--- config.mk ---
export PLATFORM = sky130hd
export DESIGN_NAME = arith_issue_arbiter
export DESIGN_NICKNAME = d
export VERILOG_FILES = /design/src/rtl/arith_sched_pkg.sv /design/src/rtl/rr_arbiter.sv /design/src/rtl/arith_issue_arbiter.sv
export SDC_FILE = /design/constraint.sdc
export NUM_CORES = 1
export LEC_CHECK = 0
export CAP_MARGIN = 25
export CORE_AREA = 2 2 284 286
export DETAILED_ROUTE_END_ITERATION = 8
export DIE_AREA = 0 0 286 288
export PLACE_DENSITY = 0.41
export SKIP_LAST_GASP = 1
export SYNTH_ARGS = -nofsm -noshare
export SYNTH_HDL_FRONTEND = slang
export SYNTH_SLANG_ARGS = --single-unit
export TNS_END_PERCENT = 30
--- constraint.sdc ---
create_clock -name clk_i -period 4.3 [get_ports clk_i]
set_input_delay 0.43 -clock clk_i [delete_from_list [all_inputs] [get_ports clk_i]]
set_output_delay 0.43 -clock clk_i [all_outputs]
set_load 0.05 [all_outputs]
--- src/rtl/arith_sched_pkg.sv ---
// Shared scheduling constants and record types for the arith issue path.
package arith_sched_pkg;

  localparam int NUM_ARITH_REQ = 4;
  localparam int ROB_TAG_W     = 4;
  localparam int ARITH_LATENCY = 1;

  typedef struct packed {
    logic [31:0]          pc;
    logic [31:0]          inst;
    logic [31:0]          rs1;
    logic [31:0]          rs2;
    logic [ROB_TAG_W-1:0] tag;
  } arith_req_t;

  typedef struct packed {
    logic [ROB_TAG_W-1:0] tag;
    logic [31:0]          value;
  } arith_wb_t;

endpackage

--- src/rtl/rr_arbiter.sv ---
// Round-robin selector: the first requester at or after ptr_i wins, one-hot out.
module rr_arbiter #(
  parameter int N  = 4,
  parameter int PW = (N > 1) ? $clog2(N) : 1
) (
  input  logic [N-1:0]  req_i,
  input  logic [PW-1:0] ptr_i,
  input  logic          enable_i,
  output logic [N-1:0]  grant_o
);

  logic          found;
  logic [PW:0]   sum;
  logic [PW-1:0] idx;

  // Walk the requesters starting at the pointer, wrapping modulo N.
  always_comb begin
    grant_o = '0;
    found   = 1'b0;
    sum     = '0;
    idx     = '0;
    for (int k = 0; k < N; k++) begin
      sum = {1'b0, ptr_i} + (PW+1)'(k);
      if (sum >= (PW+1)'(N)) begin
        sum = sum - (PW+1)'(N);
      end
      idx = sum[PW-1:0];
      if (enable_i && !found && req_i[idx]) begin
        grant_o[idx] = 1'b1;
        found        = 1'b1;
      end
    end
  end

endmodule

--- src/rtl/arith_issue_arbiter.sv ---
// Issues one ready arith op per cycle from NUM_REQ requesters, tracks the
// single in-flight op and buffers results in a 2-entry FIFO for writeback.
module arith_issue_arbiter
  import arith_sched_pkg::*;
#(
  parameter int NUM_REQ = NUM_ARITH_REQ,
  parameter int TAG_W   = ROB_TAG_W
) (
  input  logic                          clk_i,
  input  logic                          reset_i,
  input  logic [NUM_REQ-1:0]            req_valid_i,
  output logic [NUM_REQ-1:0]            req_grant_o,
  input  logic [NUM_REQ-1:0][31:0]      req_pc_i,
  input  logic [NUM_REQ-1:0][31:0]      req_inst_i,
  input  logic [NUM_REQ-1:0][31:0]      req_rs1_value_i,
  input  logic [NUM_REQ-1:0][31:0]      req_rs2_value_i,
  input  logic [NUM_REQ-1:0][TAG_W-1:0] req_tag_i,
  output logic                          arith_request_o,
  output logic [31:0]                   arith_pc_o,
  output logic [31:0]                   arith_inst_o,
  output logic [31:0]                   arith_rs1_value_o,
  output logic [31:0]                   arith_rs2_value_o,
  input  logic [31:0]                   arith_writeback_value_i,
  input  logic                          flush_i,
  output logic                          wb_valid_o,
  input  logic                          wb_ready_i,
  output logic [TAG_W-1:0]              wb_tag_o,
  output logic [31:0]                   wb_value_o
);

  localparam int PTR_W      = (NUM_REQ > 1) ? $clog2(NUM_REQ) : 1;
  localparam int FIFO_DEPTH = 2;

  typedef struct packed {
    logic [TAG_W-1:0] tag;
    logic [31:0]      value;
  } wb_entry_t;

  logic [PTR_W-1:0]  rr_ptr_q, rr_ptr_d;
  logic              inflight_valid_q, inflight_valid_d;
  logic [TAG_W-1:0]  inflight_tag_q, inflight_tag_d;
  logic              wr_ptr_q, wr_ptr_d;
  logic              rd_ptr_q, rd_ptr_d;
  logic [1:0]        count_q, count_d;
  wb_entry_t         fifo_mem [FIFO_DEPTH];

  logic [NUM_REQ-1:0] grant;
  logic [TAG_W-1:0]   grant_tag;
  logic [2:0]         occ_after_pop;
  logic               credit_ok, grant_en, issue, push, pop;

  assign wb_valid_o = (count_q != 2'd0);
  assign pop        = wb_valid_o && wb_ready_i;
  assign push       = inflight_valid_q && !flush_i;

  // Only grant when the result slot is guaranteed: FIFO + in-flight, net of
  // this cycle's pop, must leave room. Reset gating keeps outputs quiet.
  assign occ_after_pop = 3'(count_q) + 3'(inflight_valid_q) - 3'(pop);
  assign credit_ok     = (occ_after_pop < 3'd2);
  assign grant_en      = credit_ok && !flush_i && !reset_i;

  rr_arbiter #(
    .N  (NUM_REQ),
    .PW (PTR_W)
  ) u_rr_arbiter (
    .req_i    (req_valid_i),
    .ptr_i    (rr_ptr_q),
    .enable_i (grant_en),
    .grant_o  (grant)
  );

  assign req_grant_o     = grant;
  assign issue           = |grant;
  assign arith_request_o = issue;

  // One-hot operand mux (all zero when nothing granted) and pointer advance.
  always_comb begin
    arith_pc_o        = '0;
    arith_inst_o      = '0;
    arith_rs1_value_o = '0;
    arith_rs2_value_o = '0;
    grant_tag         = '0;
    rr_ptr_d          = rr_ptr_q;
    for (int i = 0; i < NUM_REQ; i++) begin
      if (grant[i]) begin
        arith_pc_o        |= req_pc_i[i];
        arith_inst_o      |= req_inst_i[i];
        arith_rs1_value_o |= req_rs1_value_i[i];
        arith_rs2_value_o |= req_rs2_value_i[i];
        grant_tag         |= req_tag_i[i];
        rr_ptr_d           = (i == NUM_REQ - 1) ? '0 : PTR_W'(i + 1);
      end
    end
  end

  // In-flight tracking and FIFO bookkeeping; flush drops everything pending.
  always_comb begin
    inflight_valid_d = issue;
    inflight_tag_d   = grant_tag;
    wr_ptr_d         = wr_ptr_q ^ push;
    rd_ptr_d         = rd_ptr_q ^ pop;
    count_d          = count_q + 2'(push) - 2'(pop);
    if (flush_i) begin
      inflight_valid_d = 1'b0;
      wr_ptr_d         = 1'b0;
      rd_ptr_d         = 1'b0;
      count_d          = 2'd0;
    end
  end

  // Control state, cleared asynchronously.
  always_ff @(posedge clk_i or posedge reset_i) begin
    if (reset_i) begin
      rr_ptr_q         <= '0;
      inflight_valid_q <= 1'b0;
      inflight_tag_q   <= '0;
      wr_ptr_q         <= 1'b0;
      rd_ptr_q         <= 1'b0;
      count_q          <= 2'd0;
    end else begin
      rr_ptr_q         <= rr_ptr_d;
      inflight_valid_q <= inflight_valid_d;
      inflight_tag_q   <= inflight_tag_d;
      wr_ptr_q         <= wr_ptr_d;
      rd_ptr_q         <= rd_ptr_d;
      count_q          <= count_d;
    end
  end

  // Result storage; contents only matter while occupancy covers the slot.
  always_ff @(posedge clk_i) begin
    if (push) begin
      fifo_mem[wr_ptr_q] <= {inflight_tag_q, arith_writeback_value_i};
    end
  end

  assign wb_tag_o   = wb_valid_o ? fifo_mem[rd_ptr_q].tag   : '0;
  assign wb_value_o = wb_valid_o ? fifo_mem[rd_ptr_q].value : '0;

endmodule

==> impl_results.md <==
* # hold bufs at CTS at 0
* Mux cell area share after synthesis at 0.07099
* Total CTS buffers at 9
* CTS H-tree depth at 3
* Critical path startpoint category: flop
* Worst hold start: inflight_tag_q[1]
* Leakage power at 6.365 nW
* Port-buffer cells at 737
* Ys flop type: edfxtp_1
* Comb pwr share at 0.799
* CORE AREA at 79640 um2
* Starting Density at 0.07967
* Clock group share of total power at 0.087
* Peak supply drop at 0.2609 mV
* Final Skew at 0.004990 ns
* Unrepaired setup endpoints after global routing: yes
* Post-route antenna net violation count at 0
* Synth Area per Inst at 9.222 um2
* Hold EP: fifo_mem[0][33]
* Crit end category: output pin
* Mapped cell area at 6345 um2
* Routed WL per cell at 20.60 um
* Worst hold path class: flop to flop
* Mapped Cells at 688
* Worst-path clk slew at 0.07 ns
* Worst skew pair latency at 0.34 ns
* Syn Nets at 1268
* Die area at 82370 um2
* Synth Register Bits at 83
* Worst hold slack at 0.4529 ns
* Worst rel slew slack at 0.5515
* Sequential power share at 0.114
* CTS tree: built
* Yosys top cell area share at 0.3408
* Die width at 286 um
* Reg-to-Reg End: inflight_tag_q[0]
* Largest family of logic cells by synthesized area: compound AO/OA/AOI/OAI gates
* Cell count after placement at 2467
* Initial antenna violation count at 10
* Pwr/cell area at 504.3 nW/um2
* Ports at 738
* Post-Synth XOR/XNOR Area at 0.005522
* Area of the multi-input gates at 3707 um2
* Final Hold Fails at 0
* Status: finished, final reports clean
* Pre-antenna DRT Iters at 5
* Sw frac at 0.4801
* Final Instance Area at 17490 um2
* Synthesis-to-layout area growth at 175.6%
* CP Max Fanout at 23
* Placer Congestion at 0.9732
* Clk buf depth at 2
* Met2 Use GR at 0.1950
* Register area share after synthesis at 0.3841
* Final Non-Filler Cells at 2505
* FF-to-FF path depth at 15
* Most common cell in the netlist: a22oi_1
* Fraction of registers with async set/reset at 0.1325
* Nets at 2019
* Initial DRC count at 456
* Max-cap violation count at 0
* Setup Viol. Count Final at 0
* Ys Warns at 0
* Placed Area at 16820 um2
* Cell Int Power at 4.585 mW
* Synth top area cells: edfxtp_1 34%, a22oi_1 32%, nand2_1 8.0%, mux2i_1 5.7%, dfrtp_1 4.3%
* Layout cells sized above 1 at 0.2001
* CTS Sinks at 83
* HPWL after DPL at 42.18 mm
* Switching power at 4.233 mW
* # rows at 104
* CP Class: flop to output pin
* Worst R2R Setup Slack at 0.89 ns
* Cell taking the most area after synthesis: edfxtp_1
* GR Util met1 at 0.1426
* Post-synth EDFFs at 72
* DRT Wirelength at 51.60 mm
* Synth Area in Compound Gates at 0.3348
* Period utilization at 0.9690
* Drt via density at 3.643
* Synth Area in Adders at 0.02485
* Max Freq at 240.0 MHz
* Final count of pins violating max slew at 0
* Worst slew pin tran at 0.6728 ns
* RR Startpoint: count_q[1]
* Via count at 9126
* M3 GR Usage at 0.03708
* Worst EP required at 3.87 ns
* Top post-synthesis cells by count: 271 x a22oi_1, 135 x nand2_1, 72 x edfxtp_1, 44 x nor2_1
* Largest net degree at the start of global routing at 37
* Final setup TNS at 0 ns
* Die Ht at 288 um
* First-pass GRT wire length at 69.32 mm
* Worst EP arrival at 3.74 ns
* Gr busiest metal: met2
* Root Driver: clkbuf_16
* All-layer global routing usage at 0.1162
* Number of distinct library cells after synthesis at 35
* Final routed DRC violation total at 0
* # fillers at 8646
* Synth Area in Simple Gates at 0.1199
* Vias in the first global route at 9508
* Grt total ovfl at 0
* Register Area at 2440 um2
* Min cycle time layout at 4.167 ns
* Hold path depth at 0
==> layout by cell type, fill, tap and decap left out, drive strengths merged, types with 12 or more instances in the layout <==
cell / Yosys / routed
clkdlybuf4s50: 0 / 604
a22oi: 271 / 271
buf: 48 / 198
nand2: 135 / 135
edfxtp: 72 / 72
nor2: 44 / 44
mux2i: 36 / 36
inv: 9 / 13
clkbuf: 18 / 12
==> flip-flops by register name (all words and copies together), names as in the netlist <==
name	cells
count_q	2
fifo_mem	72
inflight_tag_q	4
inflight_valid_q	1
rd_ptr_q	1
rr_ptr_q	2
wr_ptr_q	1
==> power by group through the flow <==
stage / combinational (mW) / sequential [mW] / clock [mW]
after floorplan: 3.31 / 1.02 / 0
after detailed placement: 6.93 / 1.03 / 0
after global placement: 6.91 / 1.03 / 0
final: 7.05 / 1.01 / 0.763
after global routing: 7.38 / 1.02 / 0.829
after CTS: 7.05 / 1.01 / 0.797
==> worst max-delay path, cell delays in order, from the launching register on <==
cell and delay [ns]:
dfrtp_2 0.43, nor2_4 0.14, clkinvlp_4 0.09, and2_1 0.18, ha_1 0.29, nand2b_4 0.15
fa_2 0.36, xnor2_1 0.16, nand3_1 0.15, or2_4 0.34, o22ai_4 0.23, buf_12 0.22
buf_12 0.19, a22oi_1 0.16, nand2_1 0.14, buf_12 0.14
==> worst max-delay path by stage <==
stage | cells past startpoint | to | startpoint
3_5_place_dp | 14 | arith_rs2_value_o[20] | wb_ready_i
3_3_place_gp | 14 | arith_rs2_value_o[20] | wb_ready_i
4_1_cts | 15 | arith_inst_o[8] | count_q[1]
5_1_grt | 16 | arith_pc_o[4] | count_q[1]
2_1_floorplan | 14 | arith_inst_o[0] | count_q[1]
6_report | 15 | arith_inst_o[1] | count_q[1]
==> final cells by class <==
type / instances / share of cell area
sequential: 83 / 0.1395
timing repair buffer: 806 / 0.5536
clock inverter: 7 / 0.003792
clock buffer: 9 / 0.01288
multi-input combinational: 530 / 0.2120
tap: 1060 / 0.07585
antenna: 1 / 0.0001431
inverter: 9 / 0.002147
==> kinds of logic (layout without fill, tap and decap cells) <==
logic type,count (synthesis),in the layout
buf+inv,75,831
xor+xnor,4,4
mux,41,41
compound gates,280,280
other cells,0,1
flops,83,83
simple gates,193,193
fa+ha+maj,12,12
==> timing repair <==
item,4_1_cts,5_1_grt
gates cloned,3,3
pin swaps,5,6
gates resized for setup,9,14
setup buffers,9,6
endpoints found under the setup margin,130,127
==> layer usage <==
layer  vias up  part of all wire
li1       4194                 -
met1      4387              0.41
met2       470              0.49
met3        63             0.082
met4        12             0.021
met5         -            0.0013
==> through the flow <==
step | total power [mW] | util | setup slack, ns
6_report | 8.818 | 0.2196 | 0.1333
3_3_place_gp | 7.940 | 0.2107 | -0.2392
3_5_place_dp | 7.954 | 0.2112 | -0.2084
5_1_grt | 9.225 | 0.2196 | -0.05005
2_1_floorplan | 4.324 | - | 0.01298
4_1_cts | 8.859 | 0.2172 | 0.002701
No activity file was read; power rests on OpenSTA's default activity.
